--- src/rtl/exc_sequencer.sv ---
// Exception/eret sequencer between M stage, CP0 and the F-stage PC mux; registers IRQ lines,
// redirects and flushes on trap/eret, then masks for a drain window. Optional macro: IRQ_SYNC_EN.
module exc_sequencer #(
  parameter logic [31:0] HANDLER_PC   = 32'h0000_4180,
  parameter int          DRAIN_CYCLES = 2
) (
  input  logic        clk,
  input  logic        reset,
  input  logic [5:0]  irq_in,
  input  logic        m_valid,
  input  logic [4:0]  m_exc_code,
  input  logic [31:0] m_vpc,
  input  logic        m_bd,
  input  logic        m_is_eret,
  input  logic [31:0] younger_pc,
  input  logic        younger_bd,
  input  logic        cp0_req,
  input  logic [31:0] cp0_epc,
  output logic [5:0]  hw_int,
  output logic [4:0]  exc_code_out,
  output logic [31:0] vpc_out,
  output logic        bd_out,
  output logic        exl_clr,
  output logic        flush_all,
  output logic        pc_redirect,
  output logic [31:0] redirect_pc,
  output logic        busy,
  output logic [15:0] trap_count
);

  // The redirect cycle is itself the first flush cycle, so the DRAIN state
  // only covers the remaining EFF_DRAIN-1 cycles.
  localparam int         EFF_DRAIN = (DRAIN_CYCLES < 1) ? 1 : ((DRAIN_CYCLES > 7) ? 7 : DRAIN_CYCLES);
  localparam bit         HAS_DRAIN = (EFF_DRAIN > 1);
  localparam logic [2:0] CNT_LOAD  = 3'((EFF_DRAIN >= 2) ? (EFF_DRAIN - 2) : 0);

  typedef enum logic {RUN = 1'b0, DRAIN = 1'b1} state_t;

  state_t      state, state_n;
  logic [2:0]  cnt, cnt_n;
  logic [15:0] trap_cnt, trap_cnt_n;
  logic [5:0]  irq_reg;

`ifdef IRQ_SYNC_EN
  logic [5:0] irq_sync1, irq_sync2;

  always_ff @(posedge clk) begin
    if (reset) begin
      irq_sync1 <= 6'b0;
      irq_sync2 <= 6'b0;
      irq_reg   <= 6'b0;
    end else begin
      irq_sync1 <= irq_in;
      irq_sync2 <= irq_sync1;
      irq_reg   <= irq_sync2;
    end
  end
`else
  always_ff @(posedge clk) begin
    if (reset) irq_reg <= 6'b0;
    else       irq_reg <= irq_in;
  end
`endif

  always_ff @(posedge clk) begin
    if (reset) begin
      state    <= RUN;
      cnt      <= 3'd0;
      trap_cnt <= 16'd0;
    end else begin
      state    <= state_n;
      cnt      <= cnt_n;
      trap_cnt <= trap_cnt_n;
    end
  end

  // Victim info must still name a real PC when M holds a bubble.
  assign vpc_out    = m_valid ? m_vpc : younger_pc;
  assign bd_out     = m_valid ? m_bd  : younger_bd;
  assign busy       = (state == DRAIN);
  assign trap_count = trap_cnt;

  always_comb begin
    state_n      = state;
    cnt_n        = cnt;
    trap_cnt_n   = trap_cnt;
    hw_int       = 6'b0;
    exc_code_out = 5'd0;
    exl_clr      = 1'b0;
    flush_all    = 1'b0;
    pc_redirect  = 1'b0;
    redirect_pc  = 32'h0;
    case (state)
      RUN: begin
        hw_int = irq_reg;
        if (m_valid) exc_code_out = m_exc_code;
        if (cp0_req) begin
          flush_all   = 1'b1;
          pc_redirect = 1'b1;
          redirect_pc = HANDLER_PC;
          if (trap_cnt != 16'hFFFF) trap_cnt_n = trap_cnt + 16'd1;
          if (HAS_DRAIN) begin
            state_n = DRAIN;
            cnt_n   = CNT_LOAD;
          end
        end else if (m_valid && m_is_eret) begin
          exl_clr     = 1'b1;
          flush_all   = 1'b1;
          pc_redirect = 1'b1;
          redirect_pc = cp0_epc;
          if (HAS_DRAIN) begin
            state_n = DRAIN;
            cnt_n   = CNT_LOAD;
          end
        end
      end
      DRAIN: begin
        // Flushed bubbles here must not raise a second trap, so cp0_req is ignored.
        flush_all = 1'b1;
        if (cnt == 3'd0) state_n = RUN;
        else             cnt_n   = cnt - 3'd1;
      end
      default: state_n = RUN;
    endcase
  end

endmodule

--- config.mk ---
export PLATFORM = sky130hd
export DESIGN_NAME = exc_sequencer
export DESIGN_NICKNAME = d
export VERILOG_FILES = /design/src/rtl/exc_sequencer.sv
export SDC_FILE = /design/constraint.sdc
export NUM_CORES = 1
export LEC_CHECK = 0
export ABC_CLOCK_PERIOD_IN_PS = 3900
export BUFFER_PORTS_ARGS = -buffer_cell sky130_fd_sc_hd__buf_2
export CORE_AREA = 2 2 82 84
export DETAILED_ROUTE_END_ITERATION = 16
export DIE_AREA = 0 0 84 86
export PLACE_DENSITY_LB_ADDON = 0.25
export SLEW_MARGIN = 5
export SYNTH_ARGS = -nofsm -noshare
export SYNTH_HDL_FRONTEND = slang
export SYNTH_SLANG_ARGS = --single-unit
--- constraint.sdc ---
create_clock -name clk -period 3.9 [get_ports clk]
set_input_delay 0.78 -clock clk [delete_from_list [all_inputs] [get_ports clk]]
set_output_delay 0.78 -clock clk [all_outputs]
set_load 0.005 [all_outputs]
; Yosys cells after proc, flatten, opt, wreduce, memory -nomap -nowiden
; Index checks and enable logic that the tools add are counted.
[totals]
register_bits = 26
input_bits = 114
output_inout_bits = 96
[op_classes]
n_addsub = 2
eq_ne = 3
mux = 20
bitwise_logic = 1
reduce_logical = 4
[op_table]
columns = op, count
row1 = 32-bit two-way mux, 4
row2 = "16-bit by 1-bit adder with 16-bit output, second input constant", 1
row3 = "16-bit inequality test, second input constant", 1
row4 = 5-bit two-way mux, 2
row5 = 3-bit two-way mux, 3
row6 = 1-bit two-way mux, 7
row7 = 6-bit two-way mux, 1
row8 = 3-bit case mux with 2 select lines, 1
row9 = 1-bit case mux with 2 select lines, 2
row10 = 3-bit logical NOT, 1
row11 = "3-bit inequality test, second input constant", 1
row12 = 3-bit AND reduction, 1
row13 = "3-bit by 1-bit subtractor with 3-bit output, second input constant", 1
row14 = "2-bit inequality test, second input constant", 1
row15 = 2-bit AND reduction, 1
row16 = 1-bit logical AND, 1
row17 = 1-bit inverter, 1

; Logic depth before layout (Yosys ltp)
[depth]
word_depth = 4
depth_mapped = 7
depth_no_buf = 7

; Least setup slack after synthesis
; Ideal clock, no wire load.
[synth_timing]
path_kind = input to output
startpoint = input port m_valid
endpoint = output port vpc_out[10]
arrival_time_ns = 1.810
t_required_ns = 3.120
path_slack_ns = 1.310
cell_stages = 3
cell_sequence = clkbuf_1 buf_1 mux2_2
[synth_between]
elab_chain_len = 1
[synth_rtl]
columns = item, line
row1 = "start, declared", 10  ; input logic m_valid,
row2 = 32-bit two-way mux, 78  ; assign vpc_out = m_valid ? m_vpc : younger_pc;
row3 = "end, declared", 21  ; output logic [31:0] vpc_out,
; Every way passes these cells.

; Worst setup path after layout
[layout_timing]
startpoint = input port m_valid
endpoint = output port vpc_out[8]
; Same word-level chain as after synthesis.

==> flow_summary.ini <==
[sta]
fmax_ghz = 0.362
relSlewSlack = 0.457
setup_slack_ns = 1.14
setup_viol_count_final = 0
finalWorstPathRequiredPeriod_ns = 2.76
hold_viol = 0
worst_pin_slew_ns = 0.808
drv_slew = 0
period_share = 0.709
finalClockSkew_ns = 0.00167
rsz0062_at_grt = false
hold-worst-slack_ns = 0.506
fin_tns_setup_ns = 0

[logic_synthesis]
netlist_area_um2 = 1890
syn_nets = 343
synth-compound-area-share = 0.108
ys.warnings.count = 0
synthSimpleGateAreaFrac = 0.327
synthAdderAreaFrac = 0.0199
synth_ff_type = dfxtp_1
synth-edff-count = 0
netlist_instances = 226
synth-xor-area-share = 0
syn_avg_cell_area_um2 = 8.35
synth_seq_cells = 26
yosys.cell_types.count = 35
synth_top_family_by_area = simple AND/OR/NAND/NOR gates
async_flop_share = 0
seq_area_frac_synth = 0.276
synth.area.mux_share = 0.220

[power_and_ir_drop]
vdd_drop_max_mv = 0.166
p_leak_nw = 1.63
power_mw = 0.644
p_per_area_nw_per_um2 = 211

[cells_and_area]
design_area_um2 = 3050
area_growth_pct = 61.4
drive_above_1_share = 0.608
fill_cells = 654
nets = 544
diodes = 0
largest_reg_flops = 16

[outcome]
outcome = complete, no violations

[min_path]
hold_end = trap_count[1]
hold_start = trap_count[1]
hold_depth = 2
hp-class = register to register

[clock_network]
clkSlewWorstSetupHoldPaths_ns = 0.09
clk_path_buf_depth = 2
clockRootBuffer = clkbuf_8
tritoncts = yes
cts_resized = 0
postCtsSetupBuffers = 0
holdBufCountCts = 0
clock-sinks = 26
cts-htree-levels = 1
numCtsBuffers = 3
clk_latency_ns = 0.27

[global_routing]
antenna_found_initial = 0
grt_pass1_wl_um = 11400
overflow = 0
met1_usage = 0.269
grt_start_max_net_pins = 31
use_met3 = 0.0298
grt_busiest_layer = met2
grt_pass1_vias = 2082
use_met2 = 0.336
track_usage = 0.198

[place]
io_buffers = 209
placed_cell_area_um2 = 2990
dpl.hpwl_um = 6380
place_congestion = 0.761
dp_slack_ns = 1.14

[routing]
totalWireLength_um = 7580
vias_per_cell = 4.72
first_iter_violations = 74
antenna_left = 0
wl_per_cell_um = 15.1
via_count = 2374
dr.pass1.iters = 4
drc = 0

[setup_path]
reg2reg_from = trap_count[0]
critical_path_arrival_ns = 1.98
cp.required_ns = 3.12
worst-r2r-cell-count = 5
path_class = input pin to output pin
cp-end-kind = output pin
r2r-end = trap_count[0]
start_kind = input pin
path_max_fanout = 23
r2r_slack_ns = 1.79

[floorplan]
core_area_um2 = 6280
die_h_um = 86
die_x_um = 84
die_area_um2 = 7220
rows = 29
start_util = 0.301
ios = 210

[job]
drv_cap = 0
[synth_stat cells (all sizes together) (2+ instances only)]
cell type	number	share of area
clkbuf	13	0.027
nand3	3	0.0079
nor2b	17	0.056
nor3	5	0.013
a31oi	6	0.020
nor4	2	0.015
nand4	4	0.017
or2	2	0.0066
o31ai	6	0.024
a311oi	3	0.014
or4	6	0.024
a21oi	11	0.029
and2	35	0.12
buf	2	0.0046
nand2	8	0.016
or3	2	0.0073
nand2b	2	0.0066
inv	9	0.018
nor2	17	0.034
dfxtp	26	0.28
ha	3	0.020
mux2	36	0.21
[worst max-delay path by stage]
| stage | endpoint | cells past startpoint | startpoint | slack (ns) |
|---|---|---|---|---|
| after floorplan | vpc_out[10] | 3 | m_valid | 1.31 |
| after global placement | vpc_out[3] | 4 | m_valid | 1.19 |
| after detailed placement | vpc_out[8] | 4 | m_valid | 1.14 |
| after CTS | vpc_out[8] | 4 | m_valid | 1.15 |
| after global routing | redirect_pc[4] | 6 | m_valid | 1.0 |
| final | vpc_out[8] | 4 | m_valid | 1.14 |
[per-layer routing]
layer / wire (um) / share of wire
met1: 3290 / 0.43
met2: 3700 / 0.49
met3: 506 / 0.067
met4: 81 / 0.011
met5: 0 / 0
[logic make-up (layout without fill, tap and decap cells)]
| logic type | after synthesis | after routing |
|---|---|---|
| AOI/OAI and AO/OA | 31 | 31 |
| adders and majority gates | 3 | 3 |
| buffers and inverters | 24 | 224 |
| DFF | 26 | 26 |
| muxes | 37 | 37 |
| and+or+nand+nor | 105 | 105 |
[layout by cell type (no fill, tap or decap), types with 2 or more instances in the layout]
cell | Yosys | layout
nand3_1 | 3 | 3
inv_1 | 9 | 9
nand2_1 | 8 | 8
nor2b_1 | 17 | 17
a21oi_1 | 11 | 11
nand2b_1 | 2 | 2
or2_2 | 2 | 2
nor3_1 | 5 | 4
clkbuf_8 | 0 | 4
buf_2 | 1 | 209
dfxtp_1 | 26 | 26
and2_1 | 35 | 35
buf_4 | 0 | 2
ha_1 | 3 | 3
o31ai_1 | 6 | 6
a311oi_1 | 3 | 3
nand4_1 | 3 | 3
a31oi_1 | 6 | 6
nor2_1 | 17 | 17
mux2_2 | 36 | 36
or4_1 | 6 | 6
[critical path: stages]
cell and delay, ns:
buf_2 0.37, buf_4 0.33, mux2_2 0.36, buf_2 0.12
[power by group]
part / switching [mW] / internal (mW) / leakage (nW) / total [mW]
registers: 0.00629 / 0.271 / 0.212 / 0.278
clock network: 0.0867 / 0.0904 / 0.0288 / 0.177
logic: 0.0783 / 0.111 / 1.39 / 0.189
total: 0.171 / 0.473 / 1.63 / 0.644
[per-stage QoR]
step,util,cells
after floorplan,-,226
after global placement,0.477,499
after detailed placement,0.477,499
after CTS,0.485,503
after global routing,0.485,503
final,0.485,503
[cell type report]
cell class                 instances  area (um2)  share of cell area
inverter                           9        33.8              0.0111
sequential                        26         520               0.171
clock buffer                       4        55.1              0.0181
multi-input combinational        176        1280               0.420
tap                               77        96.3              0.0316
timing repair buffer             211        1060               0.348
(Power assumes the default switching activity.)
